`src/rtl/mgt_wb_initiator.sv`:
```
// mgt_wb_initiator: single-outstanding Wishbone classic initiator.
// Accepts one command over a valid/ready handshake, runs exactly one bus
// cycle and returns read data plus status over a second valid/ready handshake.
// Optional hung-cycle timeout is compiled in with MGT_WB_INITIATOR_TIMEOUT_EN.
module mgt_wb_initiator #(
    parameter int TIMEOUT_CYCLES = 255
) (
    input  logic        mgt_wb_clk_i,
    input  logic        mgt_wb_rst_i,

    input  logic        cmd_valid,
    output logic        cmd_ready,
    input  logic        cmd_we,
    input  logic [3:0]  cmd_sel,
    input  logic [31:0] cmd_adr,
    input  logic [31:0] cmd_wdata,

    output logic        rsp_valid,
    input  logic        rsp_ready,
    output logic [31:0] rsp_rdata,
    output logic [1:0]  rsp_status,

    output logic        wbm_cyc_o,
    output logic        wbm_stb_o,
    output logic        wbm_we_o,
    output logic [3:0]  wbm_sel_o,
    output logic [31:0] wbm_adr_o,
    output logic [31:0] wbm_dat_o,
    input  logic [31:0] wbm_dat_i,
    input  logic        wbm_ack_i,
    input  logic        wbm_err_i
);

    typedef enum logic [1:0] {
        IDLE = 2'b00,
        BUS  = 2'b01,
        RESP = 2'b10
    } state_t;

    localparam logic [1:0] STATUS_OK  = 2'b00;
    localparam logic [1:0] STATUS_ERR = 2'b01;

    // The counter is only 8 bits wide, so reject out-of-range settings early.
    if (TIMEOUT_CYCLES < 1 || TIMEOUT_CYCLES > 255) begin : g_bad_timeout
        $error("mgt_wb_initiator: TIMEOUT_CYCLES must be in 1..255");
    end

`ifdef MGT_WB_INITIATOR_TIMEOUT_EN
    localparam logic [1:0] STATUS_TIMEOUT = 2'b10;
    localparam logic [7:0] TIMEOUT_LIMIT  = 8'(TIMEOUT_CYCLES);

    logic [7:0] timeout_cnt;
`endif

    state_t state;

    // Read data returned on an ack: writes report zero so the requester never
    // sees stale bus data attached to a write response.
    function automatic logic [31:0] ack_data(input logic is_write,
                                             input logic [31:0] bus_data);
        return is_write ? 32'h0 : bus_data;
    endfunction

    // Command/response FSM with every output registered.
    always_ff @(posedge mgt_wb_clk_i) begin
        if (mgt_wb_rst_i) begin
            state      <= IDLE;
            cmd_ready  <= 1'b1;
            rsp_valid  <= 1'b0;
            rsp_rdata  <= 32'h0;
            rsp_status <= STATUS_OK;
            wbm_cyc_o  <= 1'b0;
            wbm_stb_o  <= 1'b0;
            wbm_we_o   <= 1'b0;
            wbm_sel_o  <= 4'h0;
            wbm_adr_o  <= 32'h0;
            wbm_dat_o  <= 32'h0;
`ifdef MGT_WB_INITIATOR_TIMEOUT_EN
            timeout_cnt <= 8'h0;
`endif
        end else begin
            case (state)
                IDLE: begin
                    if (cmd_valid && cmd_ready) begin
                        wbm_we_o  <= cmd_we;
                        wbm_sel_o <= cmd_sel;
                        wbm_adr_o <= cmd_adr;
                        wbm_dat_o <= cmd_wdata;
                        wbm_cyc_o <= 1'b1;
                        wbm_stb_o <= 1'b1;
                        cmd_ready <= 1'b0;
`ifdef MGT_WB_INITIATOR_TIMEOUT_EN
                        timeout_cnt <= 8'h0;
`endif
                        state     <= BUS;
                    end
                end

                BUS: begin
                    // Error outranks ack, ack outranks timeout.
                    if (wbm_err_i) begin
                        rsp_rdata  <= 32'h0;
                        rsp_status <= STATUS_ERR;
                        rsp_valid  <= 1'b1;
                        wbm_cyc_o  <= 1'b0;
                        wbm_stb_o  <= 1'b0;
                        state      <= RESP;
                    end else if (wbm_ack_i) begin
                        rsp_rdata  <= ack_data(wbm_we_o, wbm_dat_i);
                        rsp_status <= STATUS_OK;
                        rsp_valid  <= 1'b1;
                        wbm_cyc_o  <= 1'b0;
                        wbm_stb_o  <= 1'b0;
                        state      <= RESP;
                    end
`ifdef MGT_WB_INITIATOR_TIMEOUT_EN
                    else if (timeout_cnt == TIMEOUT_LIMIT) begin
                        rsp_rdata  <= 32'h0;
                        rsp_status <= STATUS_TIMEOUT;
                        rsp_valid  <= 1'b1;
                        wbm_cyc_o  <= 1'b0;
                        wbm_stb_o  <= 1'b0;
                        state      <= RESP;
                    end else begin
                        timeout_cnt <= timeout_cnt + 8'd1;
                    end
`endif
                end

                RESP: begin
                    // cmd_ready rises only after the handshake edge, so a new
                    // command is never accepted in the handshake cycle.
                    if (rsp_ready) begin
                        rsp_valid <= 1'b0;
                        cmd_ready <= 1'b1;
                        state     <= IDLE;
                    end
                end

                default: begin
                    state     <= IDLE;
                    cmd_ready <= 1'b1;
                    rsp_valid <= 1'b0;
                    wbm_cyc_o <= 1'b0;
                    wbm_stb_o <= 1'b0;
                end
            endcase
        end
    end

endmodule

```
`config.mk`:
```
export PLATFORM = sky130hd
export DESIGN_NAME = mgt_wb_initiator
export DESIGN_NICKNAME = d
export VERILOG_FILES = /design/src/rtl/mgt_wb_initiator.sv
export SDC_FILE = /design/constraint.sdc
export NUM_CORES = 1
export LEC_CHECK = 0
export CAP_MARGIN = 40
export CORE_MARGIN = 4
export CORE_UTILIZATION = 23
export CTS_CLUSTER_DIAMETER = 60
export CTS_CLUSTER_SIZE = 28
export DETAILED_ROUTE_END_ITERATION = 7
export DONT_BUFFER_PORTS = 1
export SLEW_MARGIN = 20
export SYNTH_ARGS = -nofsm -noshare
export SYNTH_HDL_FRONTEND = slang
export SYNTH_SLANG_ARGS = --single-unit
```
`constraint.sdc`:
```
create_clock -name mgt_wb_clk_i -period 1.3 [get_ports mgt_wb_clk_i]
set_input_delay 0.39 -clock mgt_wb_clk_i [delete_from_list [all_inputs] [get_ports mgt_wb_clk_i]]
set_output_delay 0.39 -clock mgt_wb_clk_i [all_outputs]
set_load 0.005 [all_outputs]
```
==> impl_results.md, run 1 <==
* Initial Util at 23.6%
* WP data arrival at 1.55 ns
* Antenna violations before repair at 0
* Die footprint at 19300 µm²
* Slew Viols, Final at 0
* DRC viols at 0
* Num ports at 214
* CP Launch Type: flop
* VDD IR-drop max at 701 µV
* FF-to-FF End: wbm_adr_o[16]
* Clock sink count at 107
* Global placer's final weighted congestion at 0.764
* Lkg Pwr at 1.59 nW
* WL per Instance at 17.4 µm
* Setup crit end: wbm_adr_o[16]
* Syn_area_per_cell at 8.11 µm²
* DRT Wirelength at 12.2 mm
* Clk_lat worst skew at 0.35 ns
* Area after DPL at 4200 µm²
* Max Clock Skew at 0.00757 ns
* Req. time, crit path at 1.57 ns
* Final Hold Vio Count at 0
* Stages on the worst setup path at 5
* Worst reg-to-reg path cell count at 5
* Setup TNS at 0 ns
* Most frequent cells in the layout: nand2_1 (141), dfxtp_1 (105), a21oi_1 (69), a21oi_2 (38), nand4_1 (32)
* Internal reg-to-reg setup slack at 0.02 ns
* Hold path depth at 1
* Crit path max-delay family: buffers and inverters
* TritonCTS clock tree: done
* Vias in the first global route at 3131
* Input/output buffers at 0
* Clk root buf: clkbuf_16
* Max Cap Violations at 0
* Area grow syn2layout at 22.2%
* Dominant cells by area after synthesis: dfxtp_1 (54%), a21oi_1 (14%), nand2_1 (14%), nand4_1 (5.1%), o21ai_0 (4.3%)
* GRT Residual Overflow at 0
* GRT Util Overall at 11.4%
* Critical Path Max Stage Delay at 0.36 ns
* Crit-path cells: nor4bb_4 > buf_6 > buf_8 > nand2_1 > a21oi_1
* Worst Hold Slack at 0.100 ns
* Synth unique cells at 20
* Syn Inst Count at 485
* Commonest non-fill, non-tap cell in the layout: nand2_1
* Crit path kind: reg2reg
* Design Area, Final at 4810 µm²
* Unrepaired setup endpoints after global routing: true
* Hold buffer count at cts at 0
* Floorplan row count at 47
* Post-layout min period at 1.28 ns
* TritonRoute pass-1 iters at 4
* Via count at 3340
* DP HPWL at 7.67 mm
* Via density at 4.77
* Post-Layout Cell Count at 700
* Status: finished clean
* Slowest-stage cell, CP: dfxtp_4
* Placed cells at 676
* CP startpoint: state[0]
* Layout net count at 582
* Clock-pin slew on the worst setup and hold paths at 0.08 ns
* Setup crit end kind: flop
* Post-synth top area cell: dfxtp_1
* CTS buffer count at 9
* Die height at 139 µm
* Fillers at 1792
* Largest net degree at the start of global routing at 108
* Buf/Inv on CP at 2
* Core area at 16600 µm²
* Drt first-iter violations at 136
* Fin crit share at 98.2%
* Seq cells post-synth at 107
* Number of diodes at 0
* Final ANT Viol Nets at 0
* Post-synth top area share at 54.5%
* Max FO, Critical Path at 8
* Final Setup Violations at 0
* CTS max path bufs at 2
* R2R Path Start: state[0]
* Layout cell share with drive strength beyond 1 at 18.8%
* Die width at 139 µm
* First-pass GRT wire length at 17.6 mm
* Syn_nets at 592
* Pwr/cell area at 1480 nW/µm²
* Ys Warns at 0
* Max Freq at 784 MHz
* CTS H-tree depth at 3
* Pwr Total at 7.12 mW
* Register area share after synthesis at 54.5%
* Post-Syn Area at 3930 µm²
* Hold WC Path Type: in2reg
[final cells by class]
type / count / area, µm² / area share (%)
Multi-Input combinational cell: 330 / 1730 / 36.0
Clock buffer: 9 / 225 / 4.69
Tap cell: 220 / 275 / 5.73
Inverter: 1 / 3.75 / 0.0781
Clock inverter: 7 / 63.8 / 1.33
Timing Repair Buffer: 26 / 362 / 7.52
Sequential cell: 107 / 2150 / 44.7
[synthesized netlist by cell type]
cell type  instances
nand2_1          142
nand4bb_1          1
o21ai_0           34
clkbuf_1          19
dfxtp_1          107
nor4bb_1           1
or2_2              1
buf_4             14
buf_2             12
conb_1             1
o31ai_1            1
nor2_1             5
nand2b_1           2
a21oi_1          107
o21bai_1           1
nand4_1           32
inv_1              1
nor3_1             1
buf_6              2
nor2b_1            1
[where the power goes]
group / switching [mW] / internal (mW)
clock: 1.30 / 1.33
combinational: 0.485 / 0.375
sequential: 0.158 / 3.47
[sequential cells by signal, summed over array words and instances, names as in the netlist]
name / flops
wbm_adr_o: 32
state: 2
rsp_status: 1
rsp_valid: 1
rsp_rdata: 32
cmd_ready: 1
wbm_sel_o: 4
wbm_we_o: 1
wbm_dat_o: 32
wbm_stb_o: 1
[worst min path at each step]
stage / startpoint / endpoint
3_5_place_dp: wbm_dat_o[23] / wbm_dat_o[23]
4_1_cts: mgt_wb_rst_i / wbm_dat_o[20]
3_3_place_gp: wbm_dat_o[31] / wbm_dat_o[31]
6_report: mgt_wb_rst_i / wbm_dat_o[18]
5_1_grt: mgt_wb_rst_i / wbm_dat_o[18]
2_1_floorplan: rsp_valid / rsp_valid
[kinds of logic (layout without fill, tap and decap cells)]
kind of cell	after synthesis	count (layout)	share of synthesized area, %
and+or+nand+nor	186	186	20.4
AOI/OAI and AO/OA	143	143	18.3
DFF	107	107	54.5
buffers and inverters	48	43	6.68
other	1	1	0.0954
[what timing repair did]
action	CTS	global route
setup endpoints to repair	103	101
hold endpoints to repair	0	0
setup buffers	1	2
resized for setup	4	49
gates cloned	1	4
pin swaps	1	3
[per-stage QoR]
stage / setup WS [ns] / util, %
global route: -0.0976 / 28.9
floorplan: 0.0377 / -
global placement: -0.0485 / 25.2
CTS: -0.0326 / 27.2
detailed placement: -0.0645 / 25.2
finish: 0.0237 / 28.9
[routing by layer]
metal | global-route usage (%) | vias to the layer above | part of all wire (%)
met2 | 18.2 | 161 | 46
met1 | 13.0 | 1557 | 41
met5 | 0 | - | 0
li1 | - | 1611 | -
met4 | 3.30 | 0 | 1.3
met3 | 6.45 | 11 | 12
(Power assumes the default switching activity.)
==> run 2: changes to the inputs <==
--- a/config.mk
+++ b/config.mk
@@ -5,7 +5,8 @@
 export SDC_FILE = /design/constraint.sdc
 export NUM_CORES = 1
 export LEC_CHECK = 0
-export CAP_MARGIN = 40
+export ABC_CLOCK_PERIOD_IN_PS = 1300
+export CAP_MARGIN = 25
 export CORE_MARGIN = 4
 export CORE_UTILIZATION = 23
 export CTS_CLUSTER_DIAMETER = 60
==> results of run 2 <==
No change in the layout: final DEF, timing and power equal those of run 1.
